File: src/rtl/neuron_sekvencer_pkg.sv
// neuron_sekvencer_pkg: shared FSM encoding and size defaults for the neuron sequencer
package neuron_sekvencer_pkg;
  localparam int BROJ_ULAZA_DEF  = 60;
  localparam int SIRINA_SUME_DEF = 22;
  localparam logic [2:0] MIRUJ   = 3'd0;
  localparam logic [2:0] DOHVAT  = 3'd1;
  localparam logic [2:0] MAC     = 3'd2;
  localparam logic [2:0] RAZLIKA = 3'd3;
  localparam logic [2:0] IZLAZ   = 3'd4;
endpackage

File: src/rtl/neuron_sekvencer_if.sv
// neuron_sekvencer_if: start/sample/weight-memory/result bundle of the neuron sequencer
interface neuron_sekvencer_if
  import neuron_sekvencer_pkg::*;
#(
  parameter int BROJ_ULAZA = BROJ_ULAZA_DEF
);
  logic                      start;
  logic [16*BROJ_ULAZA-1:0]  uzorak;
  logic [5:0]                tezina_adr;
  logic [15:0]               tezina;
  logic                      busy;
  logic                      done;
  logic [15:0]               izlaz;
  logic                      predznak_izlaz;
  modport master (
    output start, uzorak, tezina,
    input  tezina_adr, busy, done, izlaz, predznak_izlaz
  );
  modport slave (
    input  start, uzorak, tezina,
    output tezina_adr, busy, done, izlaz, predznak_izlaz
  );
endinterface

File: src/rtl/neuron_sekvencer_aritmetika.sv
// neuron_sekvencer_aritmetika: combinational multiplier and sigmoid approximation
module mnozenje (
  input  logic [15:0] a,
  input  logic [15:0] b,
  output logic [15:0] p
);
  logic [30:0] pun;
  // a is sign-magnitude Q1.15, so only its magnitude enters the product
  assign pun = {16'b0, a[14:0]} * {15'b0, b};
  assign p   = pun[30:15];
endmodule

module Sigmoid_LUT #(
  parameter int W = 22
) (
  input  logic [W-1:0] suma,
  input  logic         predznak,
  output logic [15:0]  y
);
  logic [W-1:0] s8;
  logic [14:0]  m;
  // piecewise-linear around 0.5 (16'h8000), slope 1/256, saturating
  assign s8 = suma >> 8;
  assign m  = (s8 > W'(15'h7FFF)) ? 15'h7FFF : s8[14:0];
  assign y  = predznak ? 16'h8000 - {1'b0, m} : 16'h8000 + {1'b0, m};
endmodule

File: src/rtl/neuron_sekvencer.sv
// neuron_sekvencer: sequences one sign-magnitude MAC pass over latched samples and maps the sum through a sigmoid
module neuron_sekvencer
  import neuron_sekvencer_pkg::*;
#(
  parameter int BROJ_ULAZA  = BROJ_ULAZA_DEF,
  parameter int SIRINA_SUME = SIRINA_SUME_DEF
) (
  input logic               clk,
  input logic               rst,
  neuron_sekvencer_if.slave bus
);
  localparam logic [5:0] K_MAX = 6'(BROJ_ULAZA - 1);
  logic [2:0]               stanje;
  logic [5:0]               k;
  logic [16*BROJ_ULAZA-1:0] uzorak_r;
  logic [SIRINA_SUME-1:0]   p_suma, n_suma, suma, proizvod_w;
  logic                     predznak;
  logic [15:0]              element, proizvod, sigmoid;
  assign element    = uzorak_r[16*k +: 16];
  assign proizvod_w = {{(SIRINA_SUME-16){1'b0}}, proizvod};
  mnozenje u_mnozenje (
    .a (bus.tezina),
    .b (element),
    .p (proizvod)
  );
  Sigmoid_LUT #(.W(SIRINA_SUME)) u_sigmoid (
    .suma     (suma),
    .predznak (predznak),
    .y        (sigmoid)
  );
  always_ff @(posedge clk) begin
    if (rst) begin
      stanje             <= MIRUJ;
      k                  <= '0;
      uzorak_r           <= '0;
      p_suma             <= '0;
      n_suma             <= '0;
      suma               <= '0;
      predznak           <= 1'b0;
      bus.tezina_adr     <= '0;
      bus.busy           <= 1'b0;
      bus.done           <= 1'b0;
      bus.izlaz          <= '0;
      bus.predznak_izlaz <= 1'b0;
    end else begin
      bus.done <= 1'b0;
      case (stanje)
        MIRUJ: if (bus.start) begin
          uzorak_r       <= bus.uzorak;
          p_suma         <= '0;
          n_suma         <= '0;
          bus.tezina_adr <= '0;
          bus.busy       <= 1'b1;
          stanje         <= DOHVAT;
        end
        DOHVAT: begin
          bus.tezina_adr <= 6'd1;
          k              <= '0;
          stanje         <= MAC;
        end
        MAC: begin
          if (bus.tezina[15]) n_suma <= n_suma + proizvod_w;
          else                p_suma <= p_suma + proizvod_w;
          // the address runs one ahead of k to cover the memory read latency
          bus.tezina_adr <= (bus.tezina_adr == K_MAX) ? K_MAX : bus.tezina_adr + 6'd1;
          k              <= (k == K_MAX) ? k : k + 6'd1;
          stanje         <= (k == K_MAX) ? RAZLIKA : MAC;
        end
        RAZLIKA: begin
          suma     <= (p_suma > n_suma) ? p_suma - n_suma : n_suma - p_suma;
          predznak <= !(p_suma > n_suma);
          stanje   <= IZLAZ;
        end
        IZLAZ: begin
          bus.izlaz          <= sigmoid;
          bus.predznak_izlaz <= predznak;
          bus.done           <= 1'b1;
          bus.busy           <= 1'b0;
          stanje             <= MIRUJ;
        end
        default: stanje <= MIRUJ;
      endcase
    end
  end
endmodule

File: src/flat_wrapper.sv
// flat-port wrapper written by rule: the top's interface ports become plain ports
module neuron_sekvencer_flat import neuron_sekvencer_pkg::*;
#(
  parameter int BROJ_ULAZA  = BROJ_ULAZA_DEF,
  parameter int SIRINA_SUME = SIRINA_SUME_DEF
)
  (clk, rst, bus_start, bus_uzorak, bus_tezina, bus_tezina_adr, bus_busy, bus_done, bus_izlaz, bus_predznak_izlaz);
  neuron_sekvencer_if #(.BROJ_ULAZA(BROJ_ULAZA)) bus_i ();
  input logic clk;
  input logic rst;
  input wire logic [$bits(bus_i.start)-1:0] bus_start;
  input wire logic [$bits(bus_i.uzorak)-1:0] bus_uzorak;
  input wire logic [$bits(bus_i.tezina)-1:0] bus_tezina;
  output wire logic [$bits(bus_i.tezina_adr)-1:0] bus_tezina_adr;
  output wire logic [$bits(bus_i.busy)-1:0] bus_busy;
  output wire logic [$bits(bus_i.done)-1:0] bus_done;
  output wire logic [$bits(bus_i.izlaz)-1:0] bus_izlaz;
  output wire logic [$bits(bus_i.predznak_izlaz)-1:0] bus_predznak_izlaz;
  assign bus_i.start = bus_start;
  assign bus_i.uzorak = bus_uzorak;
  assign bus_i.tezina = bus_tezina;
  assign bus_tezina_adr = bus_i.tezina_adr;
  assign bus_busy = bus_i.busy;
  assign bus_done = bus_i.done;
  assign bus_izlaz = bus_i.izlaz;
  assign bus_predznak_izlaz = bus_i.predznak_izlaz;
  neuron_sekvencer #(.BROJ_ULAZA(BROJ_ULAZA), .SIRINA_SUME(SIRINA_SUME)) u_core (.clk(clk), .rst(rst), .bus(bus_i));
endmodule
File: config.mk
export PLATFORM = sky130hd
export DESIGN_NAME = neuron_sekvencer_flat
export DESIGN_NICKNAME = d
export VERILOG_FILES = /design/src/rtl/neuron_sekvencer_pkg.sv /design/src/rtl/neuron_sekvencer_if.sv /design/src/rtl/neuron_sekvencer_aritmetika.sv /design/src/rtl/neuron_sekvencer.sv /design/src/flat_wrapper.sv
export SDC_FILE = /design/constraint.sdc
export NUM_CORES = 2
export LEC_CHECK = 0
export ABC_CLOCK_PERIOD_IN_PS = 31800
export BUFFER_PORTS_ARGS = -buffer_cell sky130_fd_sc_hd__buf_4
export CELL_PAD_IN_SITES_DETAIL_PLACEMENT = 0
export CELL_PAD_IN_SITES_GLOBAL_PLACEMENT = 1
export CORE_AREA = 2 2 395 397
export DETAILED_ROUTE_END_ITERATION = 10
export DIE_AREA = 0 0 397 399
export GPL_TIMING_DRIVEN = 0
export PLACE_DENSITY_LB_ADDON = 0.1
export REMOVE_ABC_BUFFERS = 1
export SLEW_MARGIN = 20
export SYNTH_ARGS = -nofsm -noshare
export SYNTH_HDL_FRONTEND = slang
export SYNTH_SLANG_ARGS = --single-unit
File: constraint.sdc
create_clock -name clk -period 31.8 [get_ports clk]
set_clock_uncertainty 0.1 [all_clocks]
set_input_delay 9.54 -clock clk [delete_from_list [all_inputs] [get_ports clk]]
set_output_delay 9.54 -clock clk [all_outputs]
set_load 0.01 [all_outputs]
==> run summary <==
The run finished with clean final reports. The clock network power share was 35.7%; the number of buffers added by the clock tree synthesis step was 120. In this run switching power makes up 31.16% of total power.

The clock net in this run drives a total of 1053 sinks. The logs give 34.93% for the tightest slew margin relative to the limit and 2660 uW for the internal power of the cells. The number of nets in the finished design was 8422; the sequential group share of total power was 37.9%.

For the worst IR drop on VDD, the log shows 0.04750 mV. The run gives 69 as the count of different cell masters after synthesis. Ranked by total cell area, the synthesized netlist is headed by sky130_fd_sc_hd__dfxtp_1, sky130_fd_sc_hd__nand2_1, sky130_fd_sc_hd__mux4_2. The worst hold path begins at u_core.uzorak_r[308]$_SDFFE_PP0P_.

Of all nets on the critical path, the largest fanout is 16. The logs give 0 for the count of nets left with antenna violations after detail routing and 3 for the total number of H-tree levels. The initial antenna violation count is 113, and the number of port buffers is 1003. Clock latency on the worst-skew pair, taken at its later pin, is 0.75 ns. The final count of hold timing violations came out at 0.

After the first detailed-routing iteration, the DRC count stood at 2688. Setup repair after global routing left no endpoint under its margin. The cell depth of the worst flop-to-flop path is 41. The highest clock frequency the design can meet was 58.67 MHz.

At the worst endpoint, the arrival time is 17.60 ns. In the post-synthesis netlist, the cell with the most instances is sky130_fd_sc_hd__nand2_1. For the final setup violation count, the log shows 0. TritonCTS built the clock tree. For hold timing, the worst endpoint is u_core.uzorak_r[308]$_SDFFE_PP0P_. Counting flops and latches in the post-synthesis netlist gives 1053. At the end of routability-driven placement, the weighted congestion stood at 0.8414. Yosys mapped a number of flops with a built-in enable equal to 0. For flop-to-flop paths, the worst setup slack is 20.02 ns. STA puts the critical path data required time at 32.36 ns.

Entering global routing, the biggest net connects 168 pins. The commonest cells after synthesis are sky130_fd_sc_hd__nand2_1, sky130_fd_sc_hd__dfxtp_1, sky130_fd_sc_hd__a21oi_1, sky130_fd_sc_hd__clkbuf_1, sky130_fd_sc_hd__mux4_2. The area share of the leading cell type in the synthesized netlist came out at 38.71%. The number of synthesis warnings was 0; the number of cells on the worst hold path was 2. Once layout is complete, the cells apart from fillers number 9287.

The worst setup path is launched from a primary input. The number of gates given a new drive strength after cts was 0. The post-synthesis area per instance came out at 8.561 sq um.

The slowest stage of the critical path belongs to the cell sky130_fd_sc_hd__fa_1. The final critical path time including I/O delays and setup was 17.04 ns; the power density relative to cell area was 56.49 nW/um^2. Clock-pin slew was measured on the worst setup and hold paths at 0.06 ns.

Dominant synthesized flop cell: sky130_fd_sc_hd__dfxtp_1. The DRC violation count after routing came out at 0. The launching instance or port of the critical path was bus_tezina[3]. The share of async-settable or async-resettable flops after synthesis is 0%. The tools report the root buffer cell as sky130_fd_sc_hd__clkbuf_16. The largest single stage delay on the critical path is 0.56 ns. For the post-detailed-routing wire length, the log shows 195600 microns.

Across the run, the number of max-cap violations was 0. The buffer levels on the longest clock path is 3, and the die height is 399 microns. The tools report the proportion of power drawn by combinational gates as 26.4%. The tools report the via count of the first global-routing pass as 46150.

The mapped netlist covers 54450 sq um. For this run, the register share of the synthesized area comes to 38.71%. Buffers inserted to repair hold after CTS numbered 0. From left edge to right edge, the die measures 397 microns. 1004 I/O pins were placed. The worst register-to-register path begins at u_core.k[0]$_SDFFE_PP0P_.

The tools report the switching power summed over all nets as 1204 uW. Share of cells above drive strength 1: 21.84%. The setup fix buffers added after clock tree synthesis is 0, and the core box area is 153700 sq um. Total power for the finished layout comes to 3864 uW. The final critical-path share of the clock period was 53.60%. The relative area change from synthesis to final layout is 25.61%, and the cell count after synthesis is 6361.

The die covers 158400 sq um. The pre-antenna-repair detailed-routing pass consisted of 5 iterations. The endpoint identified for the worst register-to-register timing path is u_core.n_suma[20]$_SDFFE_PP0P_. In the routed layout, each cell is associated on average with a via count of 5.027. After global routing the overflow that remains totals 0.

The worst setup path is of the primary input to flop kind. Across every metal layer, demand over resource in global routing totals 23.87%. For this configuration, the core starts out at a cell density of 35.43%.

Detailed placement finished with a half-perimeter wire length of 145800 microns. The count of pins over their slew limit was 0. The total instance count after detailed placement came out at 9010. The tools report the nature of the critical path endpoint as a flop. Transition at the pin with the smallest max-transition slack: 0.9759 ns. The path class of the lowest-slack min-delay path was flop to flop.

Of all cell types, the one taking the most synthesized area is sky130_fd_sc_hd__dfxtp_1. After detailed routing, the average wire length per cell comes to 21.06 microns. The leakage power figure is 0.02790 uW, and the standard-cell row count is 144. For the via count, the log shows 46680.

The first global-routing pass estimated 287200 microns of wire.
-- kinds of logic (layout without fill, tap and decap cells) --
group	count (synthesis)	in the layout	share of synthesized area [%]
simple gates	2540	2540	18.79
compound gates	1271	1271	12.52
flops	1053	1053	38.71
buf+inv	734	1558	5.294
fa+ha+maj	355	355	10.65
mux	340	340	12.94
xor+xnor	68	68	1.094
other cells	0	58	0
-- area by class of cell --
type                       count  area, sq um
tap                         2044         2557
sequential                  1053        21100
inverter                     274         1036
fill                       15530        85290
multi-input combinational   4574        30500
timing repair buffer        1065         9136
clock inverter                46        466.7
antenna                       58        145.1
clock buffer                 173         3452
-- cell usage in the layout, fill, tap and decap left out, types with 47 or more instances in the layout --
| cell type | Yosys | final |
|---|---|---|
| sky130_fd_sc_hd__nor2_1 | 109 | 109 |
| sky130_fd_sc_hd__fa_1 | 181 | 181 |
| sky130_fd_sc_hd__a21oi_1 | 1047 | 1047 |
| sky130_fd_sc_hd__ha_1 | 174 | 174 |
| sky130_fd_sc_hd__o21ai_0 | 50 | 50 |
| sky130_fd_sc_hd__inv_1 | 272 | 272 |
| sky130_fd_sc_hd__buf_4 | 2 | 1002 |
| sky130_fd_sc_hd__mux4_2 | 291 | 291 |
| sky130_fd_sc_hd__clkbuf_16 | 0 | 120 |
| sky130_fd_sc_hd__buf_16 | 0 | 47 |
| sky130_fd_sc_hd__diode_2 | 0 | 58 |
| sky130_fd_sc_hd__nand2_1 | 2134 | 2132 |
| sky130_fd_sc_hd__dfxtp_1 | 1053 | 1047 |
| sky130_fd_sc_hd__and2_1 | 124 | 123 |
-- layer usage --
metal | routed length [microns] | GRT usage, % | vias to the layer above
met5 | 614 | 0 | -
met4 | 6064 | 9.221 | 96
met3 | 12140 | 6.499 | 346
met2 | 99580 | 41.60 | 911
met1 | 77150 | 27.77 | 22530
li1 | - | - | 22800
-- power by group through the flow --
| stage | Clock [uW] | Sequential, uW | Combinational (uW) |
|---|---|---|---|
| after floorplan | 0 | 1490 | 825 |
| after global placement | 0 | 1510 | 1260 |
| after detailed placement | 0 | 1490 | 1030 |
| after CTS | 1410 | 1460 | 1040 |
| after global routing | 1460 | 1480 | 1150 |
| final | 1380 | 1460 | 1020 |
-- how the worst max path moves through the flow --
stage	slack, ns	end
finish	14.76	u_core.n_suma[20]$_SDFFE_PP0P_
global route	13.96	u_core.n_suma[20]$_SDFFE_PP0P_
CTS	14.77	u_core.n_suma[20]$_SDFFE_PP0P_
detailed placement	13.98	u_core.n_suma[20]$_SDFFE_PP0P_
global placement	-15.29	u_core.n_suma[21]$_SDFFE_PP0P_
floorplan	1.42	u_core.n_suma[21]$_SDFFE_PP0P_
-- through the flow --
| stage | util (%) | setup slack [ns] | hold slack, ns | cell area [sq um] | TNS (ns) |
|---|---|---|---|---|---|
| global placement | 40.79 | -15.29 | 0.3397 | 62690 | -5919.52 |
| CTS | 44.41 | 14.77 | 0.3518 | 68250 | 0 |
| floorplan | - | 1.425 | 0.3271 | 52600 | 0 |
| finish | 44.50 | 14.76 | 0.3494 | 68400 | 0 |
| detailed placement | 41.86 | 13.98 | 0.3431 | 64330 | 0 |
| global route | 44.49 | 13.96 | 0.3646 | 68380 | 0 |
-- worst max-delay path, delay by kind of cell --
| kind | cells | cell delay (ns) |
|---|---|---|
| adder cells (fa/ha/maj) | 8 | 3.71 |
| AO/OA/AOI/OAI | 13 | 2.59 |
| AND/OR/NAND/NOR | 5 | 0.64 |
| buffers and inverters | 8 | 0.63 |
| XOR/XNOR | 1 | 0.26 |
| multiplexers | 1 | 0.21 |
-- registers in the layout, summed over array words and instances (netlist names), 3 cells and up --
| signal | cells |
|---|---|
| u_core.bus.izlaz | 16 |
| u_core.k | 6 |
| u_core.stanje | 3 |
| u_core.suma | 14 |
| u_core.bus.tezina_adr | 6 |
| u_core.uzorak_r | 960 |
| u_core.n_suma | 22 |
| u_core.p_suma | 22 |
Power figures use the tool's default switching activity.
